===== src/rtl/mem_pkg.sv =====
// Shared funct3 encodings, LSU state type and alignment rule for the memory stage.
package mem_pkg;

  localparam logic [2:0] F3_B  = 3'b000;
  localparam logic [2:0] F3_H  = 3'b001;
  localparam logic [2:0] F3_W  = 3'b010;
  localparam logic [2:0] F3_BU = 3'b100;
  localparam logic [2:0] F3_HU = 3'b101;

  typedef enum logic [1:0] {IDLE, REQ, WAIT, DONE} lsu_state_t;

  // funct3[1:0] carries the access size for both loads and stores.
  function automatic logic is_misaligned(input logic [2:0] funct3, input logic [1:0] off);
    logic mis;
    case (funct3[1:0])
      2'b01:   mis = off[0];
      2'b10:   mis = (off != 2'b00);
      default: mis = 1'b0;
    endcase
    return mis;
  endfunction

endpackage


===== src/rtl/mem_load_align.sv =====
// Selects the addressed byte/half/word lane of a read word and sign- or zero-extends it.
// Purely combinational.
module mem_load_align
  import mem_pkg::*;
#(
  parameter int DW = 32
) (
  input  logic [2:0]    funct3,
  input  logic [1:0]    off,
  input  logic [DW-1:0] rdata,
  output logic [DW-1:0] data
);

  logic [DW-1:0] shifted;

  always_comb begin
    shifted = rdata >> {off, 3'b000};
    case (funct3)
      F3_B:    data = {{(DW-8){shifted[7]}}, shifted[7:0]};
      F3_BU:   data = {{(DW-8){1'b0}}, shifted[7:0]};
      F3_H:    data = {{(DW-16){shifted[15]}}, shifted[15:0]};
      F3_HU:   data = {{(DW-16){1'b0}}, shifted[15:0]};
      F3_W:    data = rdata;
      default: data = rdata;
    endcase
  end

endmodule


===== src/rtl/mem_stage_lsu.sv =====
// MEM stage load/store unit: one request per access, stall held until DONE (>=2 cycles aligned, 1 misaligned).
// Request waits on dm_ready; loads then wait on dm_rvalid, which may coincide with dm_ready.
module mem_stage_lsu
  import mem_pkg::*;
#(
  parameter int AW = 32,
  parameter int DW = 32
) (
  input  logic            clk,
  input  logic            rst,
  input  logic            ex_valid,
  input  logic            ex_memread,
  input  logic            ex_memwrite,
  input  logic [2:0]      ex_funct3,
  input  logic [AW-1:0]   ex_addr,
  input  logic [DW-1:0]   ex_wdata,
  input  logic [DW-1:0]   ex_aluout,
  input  logic [4:0]      ex_rd,
  input  logic            ex_regwrite,
  input  logic            ex_memtoreg,
  input  logic            ex_floatwb,
  output logic            dm_req,
  input  logic            dm_ready,
  output logic [DW/8-1:0] dm_we,
  output logic [AW-1:0]   dm_addr,
  output logic [DW-1:0]   dm_wdata,
  input  logic            dm_rvalid,
  input  logic [DW-1:0]   dm_rdata,
  output logic            mem_stall,
  output logic            mem_misalign,
  output logic [DW-1:0]   wb_data,
  output logic [DW-1:0]   wb_aluout,
  output logic [4:0]      wb_rd,
  output logic            wb_regwrite,
  output logic            wb_memtoreg,
  output logic            wb_floatwb
);

  lsu_state_t state, state_nx;

  logic [1:0]      off;
  logic            mem_op;
  logic            mis;
  logic            req_start;
  logic            mis_start;
  logic            ld_capture;
  logic            mis_q;
  logic [DW-1:0]   ld_aligned;
  logic [DW-1:0]   ld_q;
  logic [DW/8-1:0] st_we;
  logic [DW-1:0]   st_wdata;

  assign off    = ex_addr[1:0];
  assign mem_op = ex_valid & (ex_memread | ex_memwrite);
  assign mis    = is_misaligned(ex_funct3, off);

  mem_load_align #(.DW(DW)) u_load_align (
    .funct3 (ex_funct3),
    .off    (off),
    .rdata  (dm_rdata),
    .data   (ld_aligned)
  );

  // Store data is replicated across all lanes; the strobes pick the live ones.
  always_comb begin
    st_we    = '0;
    st_wdata = ex_wdata;
    if (ex_memwrite) begin
      case (ex_funct3[1:0])
        2'b00: begin
          st_we    = 4'b0001 << off;
          st_wdata = {4{ex_wdata[7:0]}};
        end
        2'b01: begin
          st_we    = 4'b0011 << off;
          st_wdata = {2{ex_wdata[15:0]}};
        end
        default: begin
          st_we    = 4'b1111;
          st_wdata = ex_wdata;
        end
      endcase
    end
  end

  always_comb begin
    state_nx   = state;
    req_start  = 1'b0;
    mis_start  = 1'b0;
    ld_capture = 1'b0;
    mem_stall  = 1'b0;
    dm_req     = 1'b0;
    case (state)
      IDLE: begin
        if (mem_op) begin
          mem_stall = 1'b1;
          if (mis) begin
            mis_start = 1'b1;
            state_nx  = DONE;
          end else begin
            req_start = 1'b1;
            state_nx  = REQ;
          end
        end
      end
      REQ: begin
        mem_stall = 1'b1;
        dm_req    = 1'b1;
        if (dm_ready) begin
          if (ex_memwrite) begin
            state_nx = DONE;
          end else if (dm_rvalid) begin
            ld_capture = 1'b1;
            state_nx   = DONE;
          end else begin
            state_nx = WAIT;
          end
        end
      end
      WAIT: begin
        mem_stall = 1'b1;
        if (dm_rvalid) begin
          ld_capture = 1'b1;
          state_nx   = DONE;
        end
      end
      DONE:    state_nx = IDLE;
      default: state_nx = IDLE;
    endcase
  end

  always_ff @(posedge clk or posedge rst) begin
    if (rst) state <= IDLE;
    else     state <= state_nx;
  end

  // Request fields are launched from IDLE so they are stable for the whole REQ phase.
  always_ff @(posedge clk or posedge rst) begin
    if (rst) begin
      dm_addr  <= '0;
      dm_we    <= '0;
      dm_wdata <= '0;
      ld_q     <= '0;
      mis_q    <= 1'b0;
    end else begin
      if (req_start) begin
        dm_addr  <= {ex_addr[AW-1:2], 2'b00};
        dm_we    <= st_we;
        dm_wdata <= st_wdata;
        mis_q    <= 1'b0;
      end
      if (mis_start) begin
        ld_q  <= '0;
        mis_q <= 1'b1;
      end
      if (ld_capture) ld_q <= ld_aligned;
    end
  end

  assign mem_misalign = (state == DONE) & mis_q;
  assign wb_data      = ex_memread ? ld_q : '0;
  assign wb_aluout    = ex_aluout;
  assign wb_rd        = ex_rd;
  assign wb_regwrite  = ex_regwrite;
  assign wb_memtoreg  = ex_memtoreg;
  assign wb_floatwb   = ex_floatwb;

endmodule


===== config.mk =====
export PLATFORM = sky130hd
export DESIGN_NAME = mem_stage_lsu
export DESIGN_NICKNAME = d
export VERILOG_FILES = /design/src/rtl/mem_pkg.sv /design/src/rtl/mem_load_align.sv /design/src/rtl/mem_stage_lsu.sv
export SDC_FILE = /design/constraint.sdc
export NUM_CORES = 1
export LEC_CHECK = 0
export CAP_MARGIN = 30
export CORE_UTILIZATION = 35
export CTS_CLUSTER_DIAMETER = 40
export DETAILED_ROUTE_END_ITERATION = 7
export GPL_TIMING_DRIVEN = 0
export PLACE_DENSITY = 0.82
export SYNTH_ARGS = -nofsm -noshare
export SYNTH_HDL_FRONTEND = slang
export SYNTH_SLANG_ARGS = --single-unit

===== constraint.sdc =====
create_clock -name clk -period 3.4 [get_ports clk]
set_clock_uncertainty 0.15 [all_clocks]
set_input_delay 0.85 -clock clk [delete_from_list [all_inputs] [get_ports clk]]
set_output_delay 0.85 -clock clk [all_outputs]
set_load 0.03 [all_outputs]

# Word-level counts from Yosys, hierarchy flattened
# Index checks and enable logic that the tools add are counted.
# word_totals
out_inout_bits	143
ff_bits	101
elab_cells	62
in_bits	146
# op_classes
n_mux	31
bitwise	3
reduce_logical	8
n_eq_ne	11
n_shift	3
# ops
op	count
32-bit two-way mux	4
32-bit case mux with 4 select lines	1
32-bit case mux with 2 select lines	1
32-bit by 5-bit >> shifter with 16-bit output	1
1-bit two-way mux	15
2-bit two-way mux	4
2-bit case mux with 4 select lines	1
4-bit case mux with 2 select lines	1
2-bit == test (second input constant)	3
3-bit == test (second input constant)	2
2-bit != test (second input constant)	3
1-bit case mux with 2 select lines	3
2-bit nonzero test	3
2-bit by 1-bit == test with 1-bit output (second input constant)	2
2-bit zero test	2
4-bit two-way mux	1
1-bit by 2-bit << shifter with 4-bit output (first input constant)	1
2-bit by 2-bit << shifter with 4-bit output (first input constant)	1
3-bit by 1-bit == test with 1-bit output (second input constant)	1
3-bit zero test	1
3-bit AND reduction	1
1-bit bitwise AND	2
2-bit OR reduction	1
1-bit OR	1

# Depth between registers and ports, before layout
# logic_depth
ltp_word	7
ltp_mapped	8
depth_no_buf	6

# Hierarchy
# Synthesis repeated with hierarchy kept, for this count alone.
# hier_totals
cells_unflattened	567
hier_area_um2	6142.1
# by_module_without_submodules
module	cells_each	area_per_inst_um2	instances	seq_area_each_um2
mem_stage_lsu	456	5426.5	1	2527.4
mem_load_align	111	715.7	1	0.0

# Worst setup path before layout
# No wires, ideal clock.
# synth_timing
path_type	input to output
from	in ex_memwrite
to	out mem_stall
t_required_ps	2400
path_slack_ps	704
path_buffers	1
t_arrival_ps	1696
cell_stages	3
path_cell_list	buf_2 > o211ai_1 > a21oi_1
# synth_via
elab_chain_cells	4
# synth_lines
item	line_no	source
from (decl)	mem_stage_lsu.sv:13	input logic ex_memwrite,
1-bit OR	mem_stage_lsu.sv:54	assign mem_op = ex_valid & (ex_memread | ex_memwrite);
1-bit bitwise AND	mem_stage_lsu.sv:54	
1-bit two-way mux	mem_stage_lsu.sv:95	if (mem_op) begin
1-bit case mux with 2 select lines	mem_stage_lsu.sv:93	case (state)
to (decl)	mem_stage_lsu.sv:29	output logic mem_stall,
# No other way between the ends.

# Final worst setup path
# Ends and elaborated chain as after synthesis.

==> results.py <==
metrics = {
    "run_status": {
        "outcome": "complete, no violations",
    },
    "detailed_routing": {
        "vias": 4826,
        "vias_per_cell": 5.03,
        "ant_nets": 0,
        "wl_per_cell_um": 17.4,
        "drcViolationCount": 0,
        "dr.first_iter.drc_count": 306,
        "first_pass_iters": 4,
        "routed_wl_um": 16700,
    },
    "placed_design": {
        "portBuffers": 245,
        "gp_congestion": 0.854,
        "dpl.hpwl_um": 13000,
    },
    "clock_network": {
        "path_clk_slew_ns": 0.06,
        "htreeDepth": 3,
        "numCtsBuffers": 9,
        "clkLatencyLatePin_ns": 0.35,
        "cts_tree": "yes",
        "cts_sinks": 101,
        "cts-root-buf": "clkbuf_16",
        "clk_path_buf_depth": 2,
    },
    "die": {
        "rows": 45,
        "io_pins": 289,
        "die_h_um": 127,
        "core_area_um2": 15200,
        "die_width_um": 127,
        "die_area_um2": 16100,
        "start_util": 0.359,
    },
    "sta": {
        "rsz0062_at_grt": "no",
        "finalSetupTns_ns": 0,
        "hold_viol_final": 0,
        "worstMarginPinSlew_ns": 0.833,
        "hold_ws_ns": 0.328,
        "setup_viol": 0,
        "fmax_mhz": 303,
        "relSlewSlack": 0.444,
        "finalMaxSlewViolations": 0,
        "period_share": 0.970,
        "fin_crit_ns": 3.30,
    },
    "power": {
        "p_leak_nw": 3.70,
        "p_total_w": 0.00658,
        "cellPowerDensity_nw_per_um2": 778,
        "vdd_drop_max_mv": 0.522,
    },
    "global_routing": {
        "grt_use_met2": 0.346,
        "grt.overflow.total": 0,
        "grt_pass1_vias": 4899,
        "met1_usage": 0.256,
        "grt_max_degree": 39,
        "use_met3": 0.0763,
        "antenna_found_initial": 1,
        "grt_pass1_wl_um": 26100,
        "grt_usage": 0.211,
        "busiest_layer": "met2",
    },
    "synth": {
        "synth_seq_cells": 101,
        "synthTopCellsByArea": "dfrtp_1 46%, buf_4 5.8%, mux2_2 5.6%, and2_1 3.9%, nand2_1 3.2%",
        "yosysWarnings": 0,
        "synth_enable_flop_cells": 0,
        "ys.flop_type": "dfrtp_1",
        "yosysTopAreaCell": "dfrtp_1",
        "syn_inst": 508,
        "postSynthAreaPerCell_um2": 10.7,
        "synth.distinct_cells": 52,
        "seq_area_frac_synth": 0.463,
        "synth_top_cell_area_share": 0.463,
        "synthArstFlopShare": 1.00,
        "synth_area_um2": 5450,
    },
    "hold_path": {
        "min_to": "dm_wdata[14]",
        "hp-start": "dm_wdata[14]",
        "min_path_cells": 2,
        "hold_class": "register to register",
    },
    "worst_setup_path": {
        "crit_arrival_ns": 2.30,
        "rrSetupSlack_ns": 0.85,
        "crit_fanout": 10,
        "r2r_start": "state[1]",
        "path_buf_inv": 3,
        "critPathSlowestCell": "clkdlybuf4s50_1",
        "worst-endpoint-required_ns": 2.40,
        "cp-end-kind": "output port",
        "cp_cell_sequence": "clkdlybuf4s50_1 -> buf_2 -> o211ai_1 -> a21oi_1 -> clkdlybuf4s15_1",
        "critPathTopFamily": "buffers and inverters",
        "critPathMaxStageDelay_ns": 0.42,
        "timing.rr.end": "ld_q[9]",
        "worstSetupPathType": "primary input to output port",
        "crit_path_start_kind": "primary input",
        "reg2reg_depth": 7,
    },
    "final_layout": {
        "n_antenna_cell": 0,
        "finish.utilization": 0.556,
        "fin_nets": 924,
        "layout-drive-gt1-share": 0.179,
        "area_growth_pct": 55.0,
    },
    "job": {
        "maxCapViolCount": 0,
    },
}
how the worst max path moves through the flow:
stage / from / to / slack (ns) / cells after the start
final: ex_memwrite / mem_stall / 0.10 / 5
after detailed placement: ex_memread / wb_data[15] / -0.39 / 4
after CTS: ex_memread / wb_data[15] / 0.01 / 4
after global routing: ex_memwrite / mem_stall / 0.01 / 5
after floorplan: ex_memwrite / mem_stall / 0.70 / 3
after global placement: ex_memread / wb_data[15] / -0.38 / 4
worst min-delay path, cell delays in order, from the launching register on:
cell and delay (ns):
dfrtp_1 0.34, nand2_1 0.05, o31ai_1 0.05
area by class of cell:
cell class	count	area (um^2)
timing repair buffer	247	2490
clock buffer	9	225
buffer	73	487
fill	1341	6750
inverter	8	33.8
clock inverter	6	40.0
multi-input combinational	327	2420
tap	188	235
sequential	101	2530
stage by stage:
step                      setup WS (ns)  area (um^2)  cells
after floorplan                   0.704         5460    509
after global placement           -0.384         8150    942
after detailed placement         -0.385         8190    944
after CTS                       0.00970         8450    959
after global routing             0.0100         8450    959
final                             0.101         8450    959
sequential cells by signal, indices dropped and copies added (netlist names):
name and cells:
dm_addr 30, dm_wdata 32, dm_we 4, ld_q 32, mis_q 1, state 2
where the power goes:
| part | internal [W] | switching [W] | total (W) | leakage, nW |
|---|---|---|---|---|
| registers | 0.00177 | 0.000306 | 0.00208 | 1.26 |
| clock network | 0.000493 | 0.000470 | 0.000962 | 0.131 |
| logic | 0.00164 | 0.00190 | 0.00354 | 2.32 |
cell usage after synthesis (all sizes together) (2+ instances only):
library cell and count:
nand2 47, o21ai 27, and2b 2, mux2 41, or2 10, nor2 25
inv 8, a31oi 9, ha 11, clkbuf 15, or3 7, o2bb2ai 7
a221oi 8, a221o 23, and2 34, o211ai 2, dfrtp 101, nand3 2
buf 58, o31ai 16, nand2b 7, nor2b 4, mux2i 15, a21oi 11
metal layers:
layer,vias to the layer above,part of all wire
met1,2296,0.41
met3,23,0.089
li1,2286,-
met4,0,0.020
met2,221,0.48
met5,-,0
logic make-up after synthesis:
family          synth area share
simple gates               0.132
compound gates             0.162
flops                      0.463
buf+inv                   0.0938
mux                        0.123
fa+ha+maj                 0.0252
other cells             0.000688
placed cells by master, fill, tap and decap left out, types with 11 or more instances in the layout:
| cell type | n |
|---|---|
| and2_1 | 34 |
| a221o_1 | 15 |
| mux2i_1 | 15 |
| nor2_1 | 25 |
| clkdlybuf4s50_1 | 242 |
| nand2_1 | 47 |
| mux2_2 | 27 |
| clkbuf_1 | 11 |
| o31ai_1 | 16 |
| ha_1 | 11 |
| dfrtp_1 | 101 |
| a21oi_1 | 11 |
| o21ai_0 | 26 |
| buf_4 | 42 |
timing repair:
item / 4_1_cts / 5_1_grt
hold buffers: 0 / 0
buffers inserted: 0 / 0
gates resized for setup: 6 / 5
setup endpoints to repair: 31 / 37
pin swaps: 0 / 1
Note: power is estimated with default switching activity, not from simulation.
